**config.mk**
```make
export PLATFORM = sky130hd
export DESIGN_NAME = uart_load_ctrl
export DESIGN_NICKNAME = d
export VERILOG_FILES = /design/src/rtl/uart_load_ctrl_pkg.sv /design/src/rtl/uart_load_ctrl.sv
export SDC_FILE = /design/constraint.sdc
export NUM_CORES = 1
export LEC_CHECK = 0
export CAP_MARGIN = 20
export CORE_ASPECT_RATIO = 1.75
export CORE_MARGIN = 1
export CORE_UTILIZATION = 51
export CTS_BUF_LIST = sky130_fd_sc_hd__clkbuf_8
export CTS_CLUSTER_DIAMETER = 30
export DETAILED_ROUTE_END_ITERATION = 12
export PLACE_DENSITY_LB_ADDON = 0.3
export SLEW_MARGIN = 20
export SYNTH_ARGS = -nofsm -noshare
export SYNTH_HDL_FRONTEND = slang
export SYNTH_SLANG_ARGS = --single-unit
```
**constraint.sdc**
```tcl
create_clock -name clk -period 3 [get_ports clk]
set_input_delay 0.6 -clock clk [delete_from_list [all_inputs] [get_ports clk]]
set_output_delay 0.6 -clock clk [all_outputs]
set_load 0.005 [all_outputs]
```
**src/rtl/uart_load_ctrl_pkg.sv**
```systemverilog
// uart_load_ctrl_pkg: opcodes, command field layout and FSM states for the UART load controller
package uart_load_ctrl_pkg;
   localparam logic [7:0] OP_LOAD      = 8'h01;
   localparam logic [7:0] OP_RUN       = 8'h02;
   localparam logic [7:0] OP_STEP      = 8'h03;
   localparam logic [7:0] OP_HALT      = 8'h04;
   localparam logic [7:0] OP_CPU_RESET = 8'h05;
   localparam int OPC_HI = 31;
   localparam int OPC_LO = 24;
   localparam int OPND_W = 24;
   typedef enum logic [1:0] {IDLE, LOAD, RUN} state_t;
endpackage

```
**src/rtl/uart_load_ctrl.sv**
```systemverilog
// uart_load_ctrl: decodes host command words to load instruction memory and drive pipeline run/step/halt/reset
module uart_load_ctrl
   import uart_load_ctrl_pkg::*;
#(
   parameter int ADDR_W = 10
) (
   input  logic              clk,
   input  logic              reset,
   input  logic              word_valid,
   input  logic [31:0]       word_in,
   input  logic              cpu_halted,
   output logic              imem_we,
   output logic [ADDR_W-1:0] imem_addr,
   output logic [31:0]       imem_wdata,
   output logic              cpu_en,
   output logic              cpu_rst,
   output logic              busy,
   output logic              done,
   output logic              err
);
   localparam logic [31:0] MAX_N = 32'd1 << ADDR_W;
   state_t              state, state_d;
   logic [ADDR_W:0]     cnt, cnt_d;
   logic [ADDR_W-1:0]   ptr, ptr_d, addr_d;
   logic [31:0]         wdata_d;
   logic                we_d, en_d, crst_d, busy_d, done_d, err_d;
   logic [7:0]          opc;
   logic [OPND_W-1:0]   opnd;
   logic                load_ok, halt_cmd;
   assign opc      = word_in[OPC_HI:OPC_LO];
   assign opnd     = word_in[OPND_W-1:0];
   assign load_ok  = (opnd != '0) && ({8'd0, opnd} <= MAX_N);
   assign halt_cmd = word_valid && (opc == OP_HALT);
   // next-state and next-output decode; busy is held one extra cycle past the leaving edge
   always_comb begin
      state_d = state;
      cnt_d   = cnt;
      ptr_d   = ptr;
      addr_d  = imem_addr;
      wdata_d = imem_wdata;
      we_d    = 1'b0;
      en_d    = 1'b0;
      crst_d  = 1'b0;
      done_d  = 1'b0;
      err_d   = err;
      case (state)
         IDLE: if (word_valid) begin
            if (opc == OP_LOAD && load_ok) begin
               state_d = LOAD;
               cnt_d   = opnd[ADDR_W:0];
               ptr_d   = '0;
               addr_d  = '0;
               crst_d  = 1'b1;
               err_d   = 1'b0;
            end else if (opc == OP_RUN) begin
               state_d = RUN;
               en_d    = 1'b1;
               err_d   = 1'b0;
            end else if (opc == OP_STEP) begin
               en_d    = 1'b1;
               done_d  = 1'b1;
               err_d   = 1'b0;
            end else if (opc == OP_CPU_RESET) begin
               crst_d  = 1'b1;
               err_d   = 1'b0;
            end else if (opc == OP_HALT) begin
               err_d   = 1'b0;
            end else begin
               err_d   = 1'b1;
            end
         end
         LOAD: if (word_valid) begin
            we_d    = 1'b1;
            wdata_d = word_in;
            addr_d  = ptr;
            ptr_d   = ptr + 1'b1;
            cnt_d   = cnt - 1'b1;
            if (cnt == (ADDR_W+1)'(1)) begin
               done_d  = 1'b1;
               state_d = IDLE;
            end
         end
         RUN: begin
            en_d = 1'b1;
            if (word_valid && !halt_cmd) err_d = 1'b1;
            if (cpu_halted || halt_cmd) begin
               en_d    = 1'b0;
               done_d  = 1'b1;
               state_d = IDLE;
            end
         end
         default: state_d = IDLE;
      endcase
      busy_d = (state != IDLE) || (state_d != IDLE);
   end
   // state, counters and registered outputs
   always_ff @(posedge clk or posedge reset) begin
      if (reset) begin
         state      <= IDLE;
         cnt        <= '0;
         ptr        <= '0;
         imem_addr  <= '0;
         imem_wdata <= '0;
         imem_we    <= 1'b0;
         cpu_en     <= 1'b0;
         cpu_rst    <= 1'b0;
         busy       <= 1'b0;
         done       <= 1'b0;
         err        <= 1'b0;
      end else begin
         state      <= state_d;
         cnt        <= cnt_d;
         ptr        <= ptr_d;
         imem_addr  <= addr_d;
         imem_wdata <= wdata_d;
         imem_we    <= we_d;
         cpu_en     <= en_d;
         cpu_rst    <= crst_d;
         busy       <= busy_d;
         done       <= done_d;
         err        <= err_d;
      end
   end
endmodule

```
==> results of run 1 <==
path summary, 6_finish.rpt:
path | from | endpoint | slack [ns] | cells past startpoint
min | imem_addr[2]$_DFFE_PP0P_ | imem_addr[2]$_DFFE_PP0P_ | 0.50 | 1
min reg2reg | imem_addr[2]$_DFFE_PP0P_ | imem_addr[2]$_DFFE_PP0P_ | 0.50 | 1
max reg2reg | state[1]$_DFF_PP0_ | ptr[8]$_DFFE_PP0P_ | 1.25 | 5
min in group asynchronous | reset | imem_wdata[29]$_DFFE_PP0P_ | 0.67 | 3
max | word_in[27] | cnt[3]$_DFFE_PP0P_ | 0.28 | 7
max in group asynchronous | reset | imem_wdata[5]$_DFFE_PP0P_ | 2.05 | 3
flip-flops by register name (all words and copies together) (netlist names):
| name | cells |
|---|---|
| busy | 1 |
| cnt | 11 |
| cpu_en | 1 |
| cpu_rst | 1 |
| done | 1 |
| err | 1 |
| imem_addr | 10 |
| imem_wdata | 32 |
| imem_we | 1 |
| ptr | 10 |
| state | 2 |
synth_stat cells, drive strengths merged, types with 2 or more instances:
library cell,n
xnor2,4
a31oi,5
or2,2
nor4,7
o31ai,3
a22o,11
or4,4
nand4,6
a22oi,3
o21ai,10
xor2,3
nand2,21
mux2,32
o41ai,2
nor2b,3
buf,4
nor3,8
nand3,11
inv,9
o2bb2ai,6
clkbuf,11
a41oi,2
and3,2
o22ai,2
a21oi,10
dfrtp,71
nor2,25
ha,3
nand2b,2
nor3b,2
layout by cell type (no fill, tap or decap), types with 2 or more instances in the layout:
master	netlist	layout
buf_12	0	3
inv_1	9	8
nand4_1	6	6
nor3_1	8	8
and3_1	2	2
a31oi_1	5	5
o2bb2ai_1	6	6
nand2b_1	2	2
buf_4	2	20
a21oi_1	10	10
a22oi_1	3	3
nand2_1	20	20
nor2b_1	3	3
or2_2	2	2
nand3_1	11	11
nor2_1	25	25
o22ai_1	2	2
nor3b_1	2	2
dfrtp_1	71	71
clkdlybuf4s50_1	0	83
nor4_1	6	6
ha_1	3	3
o31ai_1	3	3
a22o_1	11	11
a41oi_1	2	2
clkbuf_8	0	9
or4_1	3	3
clkinvlp_4	0	4
o21ai_0	10	10
xnor2_1	4	4
xor2_1	3	3
mux2_2	32	32
kinds of logic (layout without fill, tap and decap cells):
logic type	count (synthesis)	count (layout)	share of synthesized area
and+or+nand+nor	98	98	0.156
muxes	33	33	0.112
adders and majority gates	3	3	0.0113
buffers and inverters	24	131	0.0321
xor gates and xnor gates	7	7	0.0185
DFF	71	71	0.537
AOI/OAI and AO/OA	60	60	0.134
area by class of cell:
| type | count | share of cell area |
|---|---|---|
| well taps | 80 | 0.0219 |
| multi-input cells | 201 | 0.312 |
| clock buffers | 9 | 0.0271 |
| inverters | 9 | 0.00738 |
| flip-flops and latches | 71 | 0.388 |
| clock inverters | 7 | 0.0161 |
| repair buffers | 106 | 0.227 |
power groups by stage:
stage | clock (mW) | sequential (mW) | combinational [mW]
finish | 0.755 | 1.38 | 0.889
global route | 0.816 | 1.42 | 0.978
CTS | 0.771 | 1.39 | 0.898
detailed placement | 0 | 1.40 | 0.893
global placement | 0 | 1.39 | 0.866
floorplan | 0 | 1.37 | 0.419
worst register-to-register path: cells and delay by family, from the launching register on:
family,cells,cell delay [ns]
and+or+nand+nor,4,1.01
xor gates and xnor gates,1,0.16
DFF,1,0.48
per-layer routing:
metal	wire (um)	vias up	track usage
met5	0	-	0
li1	-	1286	-
met4	304	0	0.150
met3	319	30	0.0749
met2	4270	81	0.425
met1	2950	1383	0.279
==> summary.md, run 1 <==
| Metric | Value |
|---|---|
| Outcome | complete, no violations |
| Post-DR wirelength/cell | roughly 16 um |
| Seq/Total Area, Yosys | 0.537 |
| Setup Buffers After CTS | 0 |
| Yosys cell types | 48 |
| Multi-input logic area | ~1400 um^2 |
| Delay-heaviest family, CP | simple AND/OR/NAND/NOR gates |
| Critical path peak fanout | 11 |
| LEAKAGE | approximately 1.9 nW |
| Placed Cells | roughly 470 |
| Final GP Congestion | ~0.92 |
| DIE HEIGHT | around 110 um |
| Synthesized area | around 3300 um^2 |
| Fillers | between 400 and 500 |
| GR Overflow Total | 0 |
| Tcrit/Tclk final | 0.907 |
| Hold Path Class | reg -> reg |
| Layout cell share with drive strength beyond 1 | 0.201 |
| Clock latency on the worst-skew pair | 0.37 ns |
| NetSw | a little over 900 uW |
| Via/cell ratio | between 5 and 6 |
| CP Cell Sequence | clkdlybuf4s50_1, or4_1, or3_4, o41ai_4, buf_4, nand3_1, a22o_1 |
| Die width | between 60 and 70 um |
| Reg power frac | 0.457 |
| Iter 0 DRT Violations | 158 |
| Worst clock skew | around 0.0075 ns |
| RSZ-0062 raised after global routing | no |
| Final setup fails | 0 |
| Final Worst Setup Slack | 0.279 ns |
| Port-buffer cells | 83 |
| Synthesis-to-layout area growth | 38.3% |
| Asr flop ratio synth | 1.00 |
| Worst slack at placement | -0.0889 ns |
| P_int | around 2.1 mW |
| Comb power frac | 0.293 |
| Drc violations | 0 |
| Clock Tree Root | clkbuf_8 |
| H-tree levels | 3 |
| Vias in the first global route | 2,817 |
| CTS tree | done |
| CP max-delay cell | or4_1 |
| Register area | 1780 um^2 |
| Routed Antenna Nets | 0 |
| Power per cell area | roughly 660 nW/um^2 |
| Sw Ratio | 0.302 |
| Fin crit period | around 2.7 ns |
| I/O Pins | 84 |
| # Max-Cap Violations | 0 |
| Worst vdd ir | between 0.4 and 0.5 mV |
| Placeable Area | between 6000 and 7000 um^2 |
| Syn Area/Cell | between 10 and 15 um^2 |
| Initial antenna violation count | 0 |
| Bufs and invs on worst path | 2 |
| Total routed wirelength | roughly 8 mm |
| Crit path DAT | approximately 3.0 ns |
| Layout Nets | around 440 |
| Tot Pwr | 3.03 mW |
| Post-synthesis register bit count | between 70 and 80 |
| CP endpoint kind | flip-flop |
| Routed vias | roughly 2,800 |
| GRT Util Overall | 0.253 |
| Post_cts resized | 0 |
| Largest cells by area after synthesis | dfrtp_1 54%, mux2_2 11%, a22o_1 2.9%, nor2_1 2.8%, nand2_1 2.3% |
| CTS Buf Count | 9 |
| Worst slew pin tran | approximately 0.57 ns |
| Final slew viol count | 0 |
| Hold buffer count at cts | 0 |
| Fmax | approximately 370 MHz |
| 1st-pass router iterations | 6 |
| Die area | just under 7000 um^2 |
| Worst rel slew slack | 0.616 |
| Initial core utilization | 0.532 |
| Number of enable flip-flop cells after synthesis | 0 |
| Layout Cells excl Fill | about 480 |
| Clock Pin Slew Worst Setup and Hold Paths | approximately 0.080 ns |
| Ant. Diodes | 0 |
| Total negative slack | 0 ns |
| Synth top area share | 0.537 |
| Ys Warns | 0 |
| FP Rows | 38 |
| Core Util, Final | 0.735 |
| Hold_ws | 0.499 ns |
| Synthesized instance count | a little under 300 |
| Most common flop cell mapped by yosys | dfrtp_1 |
| Syn nets | approximately 340 |
| Clock Power Share | 0.249 |
| Clock buffer depth | 2 |
| Post-synth top area cell | dfrtp_1 |
| Post-DP HPWL | between 5 and 6 mm |
| Setup crit start kind | primary input |
| Final hold viol count | 0 |
| Global-route wire length before repair | 13.1 mm |
| Dpl cell area | roughly 4400 um^2 |
| Slowest Stage Delay on Critical Path | between 0.5 and 0.6 ns |
| Post-route cell area | between 4000 and 5000 um^2 |
| CP Data Required Time | ~3.3 ns |
| Sink Count | just over 70 |
| Largest net degree at the start of global routing | between 70 and 80 |
| CP Class | in -> reg |
Power figures use the tool's default switching activity.
==> run 2, diff against run 1 <==
--- a/config.mk
+++ b/config.mk
@@ -7,7 +7,7 @@
 export LEC_CHECK = 0
 export CAP_MARGIN = 20
 export CORE_ASPECT_RATIO = 1.75
-export CORE_MARGIN = 1
+export CORE_MARGIN = 2
 export CORE_UTILIZATION = 51
 export CTS_BUF_LIST = sky130_fd_sc_hd__clkbuf_8
 export CTS_CLUSTER_DIAMETER = 30
==> run 2 against run 1 <==
Clock-buffer cell count is 2 higher; clock skew hardly changed; combinational power hardly changed; worst hold slack better by 0.0016 ns; flip-flop and latch count stayed put; critical path depth is 1 higher; total power is 0.25% higher; core utilization is 0.12 points lower; design area is 0.16% lower; via count is 2.5% lower; critical path type unchanged.
==> summary.md, run 2 (synthesis results as in run 1) <==
| Metric | Value |
|---|---|
| Multi-input logic area | 1430 um^2 |
| Fillers | 445 |
| RSZ-0062 raised after global routing | no |
| Reg-to-reg startpoint | state[1]$_DFF_PP0_ |
| Total negative slack | 0 ns |
| Flop-to-flop setup slack | 1.14 ns |
| Power per cell area | 664 nW/um^2 |
| Clock Pin Slew Worst Setup and Hold Paths | approximately 0.070 ns |
| Die width | ~65 um |
| CP Capture Point | cnt[5]$_DFFE_PP0P_ |
| DIE HEIGHT | about 110 um |
| CTS tree | done |
| Initial antenna violation count | 0 |
| Sink Count | 71 |
| CP max-delay cell | or4_1 |
| Routed vias | around 2,700 |
| 1st-pass router iterations | 4 |
| Layout Nets | 436 |
| Via/cell ratio | roughly 5.6 |
| FF-to-FF End | ptr[3]$_DFFE_PP0P_ |
| Synthesis-to-layout area growth | 38.1% |
| Outcome | complete, no violations |
| Layout Cells excl Fill | 481 |
| Final setup fails | 0 |
| GRT Util Overall | 0.239 |
| Most flop-heavy register | imem_wdata |
| GR Overflow Total | 0 |
| Comb power frac | 0.292 |
| Worst clock skew | around 0.0072 ns |
| Worst vdd ir | 0.434 mV |
| Die area | 7180 um^2 |
| CP Data Required Time | 3.28 ns |
| Initial core utilization | 0.532 |
| Worst-case reg-to-reg path depth | 5 |
| Drc violations | 0 |
| # Max-Cap Violations | 0 |
| Clock Tree Root | clkbuf_8 |
| Crit path DAT | a little under 3 ns |
| Clock Power Share | 0.250 |
| CP Class | in -> reg |
| H-tree levels | 3 |
| NetSw | ~900 uW |
| Critical path peak fanout | 8 |
| Clock latency on the worst-skew pair | ~0.36 ns |
| CTS Buf Count | 9 |
| Port-buffer cells | just over 80 |
| Fin crit period | 2.66 ns |
| Hold buffer count at cts | 0 |
| CP endpoint kind | flip-flop |
| Dpl cell area | around 4400 um^2 |
| P_int | 2.15 mW |
| I/O Pins | 84 |
| Top Registers | imem_wdata (32), cnt (11) |
| Hold Path Class | reg -> reg |
| Post-DR wirelength/cell | 16.5 um |
| Post-DP HPWL | 6.02 mm |
| Most used cell, CP | buf_4 |
| Clock buffer depth | 2 |
| Total routed wirelength | between 7 and 8 mm |
| Final hold viol count | 0 |
| CP Cell Sequence | clkdlybuf4s50_1, or4_1, or3_4, o41ai_4, buf_4, buf_4, a31oi_1, a21oi_1 |
| Layout cell share with drive strength beyond 1 | 0.195 |
| Hold_ws | approximately 0.5 ns |
| Reg power frac | 0.458 |
| Final GP Congestion | between 0.9 and 1 |
| FP Rows | 38 |
| Placeable Area | a little over 6000 um^2 |
| Ant. Diodes | 0 |
| Post-route cell area | 4570 um^2 |
| Tot Pwr | 3.04 mW |
| Largest register FFs | 32 |
| LEAKAGE | ~1.9 nW |
| Setup Buffers After CTS | 0 |
| Global-route wire length before repair | 13.2 mm |
| Worst slew pin tran | between 0.5 and 0.6 ns |
| Slowest Stage Delay on Critical Path | 0.56 ns |
| Most frequent cells in the layout | 83 x clkdlybuf4s50_1, 71 x dfrtp_1, 32 x mux2_2 |
| Final slew viol count | 0 |
| Register area | around 1800 um^2 |
| Sw Ratio | 0.290 |
| Crit. Startpoint | word_in[29] |
| Largest net degree at the start of global routing | 30 |
| Setup crit start kind | primary input |
| Placed Cells | ~470 |
| Vias in the first global route | about 2,800 |
| Routed Antenna Nets | 0 |
| Fmax | approximately 380 MHz |
| Worst rel slew slack | 0.634 |
| Tcrit/Tclk final | 0.886 |
| Most common cell after layout, fill and taps aside | clkdlybuf4s50_1 |
| Iter 0 DRT Violations | approximately 170 |
| Post_cts resized | 0 |
run 2: cell count changes in the layout (fill, tap and decap cells not counted):
cell | before | now
clkbuf_8 | 9 | 11
clkinv_4 | 1 | 0
buf_4 | 20 | 19
clkinvlp_4 | 4 | 1
inv_1 | 8 | 9
run 2: critical path: cells and delay by family:
family,cells,cell delay [ns]
AO/OA/AOI/OAI,3,0.61
buffers and inverters,3,0.79
AND/OR/NAND/NOR,2,0.94
run 2: power groups by stage:
stage                     Combinational, mW  Clock [mW]  Sequential [mW]
after floorplan                       0.419           0             1.37
after global placement                0.876           0             1.39
after detailed placement              0.892           0             1.40
after CTS                             0.897       0.770             1.39
after global routing                  0.968       0.810             1.42
final                                 0.887       0.758             1.39
run 2: worst min-delay path by stage:
| stage | from | end | slack, ns | cells past startpoint |
|---|---|---|---|---|
| final | imem_addr[2]$_DFFE_PP0P_ | imem_addr[2]$_DFFE_PP0P_ | 0.50 | 1 |
| after CTS | imem_addr[2]$_DFFE_PP0P_ | imem_addr[2]$_DFFE_PP0P_ | 0.51 | 1 |
| after floorplan | cnt[10]$_DFFE_PP0P_ | cnt[10]$_DFFE_PP0P_ | 0.46 | 1 |
| after global placement | cnt[10]$_DFFE_PP0P_ | cnt[10]$_DFFE_PP0P_ | 0.47 | 1 |
| after global routing | imem_addr[2]$_DFFE_PP0P_ | imem_addr[2]$_DFFE_PP0P_ | 0.52 | 1 |
| after detailed placement | imem_addr[2]$_DFFE_PP0P_ | imem_addr[2]$_DFFE_PP0P_ | 0.49 | 1 |
run 2: layer usage:
layer	global-route usage	part of all wire	up-vias
met2	0.413	0.55	84
met4	0.136	0.036	0
li1	-	-	1287
met5	0	0	-
met3	0.0438	0.037	21
met1	0.269	0.38	1319
run 2: stage by stage:
stage	setup slack, ns	utilization
2_1_floorplan	0.531	-
3_3_place_gp	0.0120	0.702
3_5_place_dp	-0.00843	0.702
4_1_cts	0.345	0.734
5_1_grt	0.229	0.734
6_report	0.341	0.734
run 2: final cells by class:
class                   instances  share of cell area
inverters                       9             0.00739
repair buffers                105               0.226
clock inverters                 4              0.0101
clock buffers                  11              0.0331
multi-input cells             201               0.313
flip-flops and latches         71               0.389
well taps                      80              0.0219
==> run 3, diff against run 2 <==
--- a/config.mk
+++ b/config.mk
@@ -5,7 +5,6 @@
 export SDC_FILE = /design/constraint.sdc
 export NUM_CORES = 1
 export LEC_CHECK = 0
-export CAP_MARGIN = 20
 export CORE_ASPECT_RATIO = 1.75
 export CORE_MARGIN = 2
 export CORE_UTILIZATION = 51
==> results of run 3 <==
Final layout, timing and power as in run 2 (identical DEF).
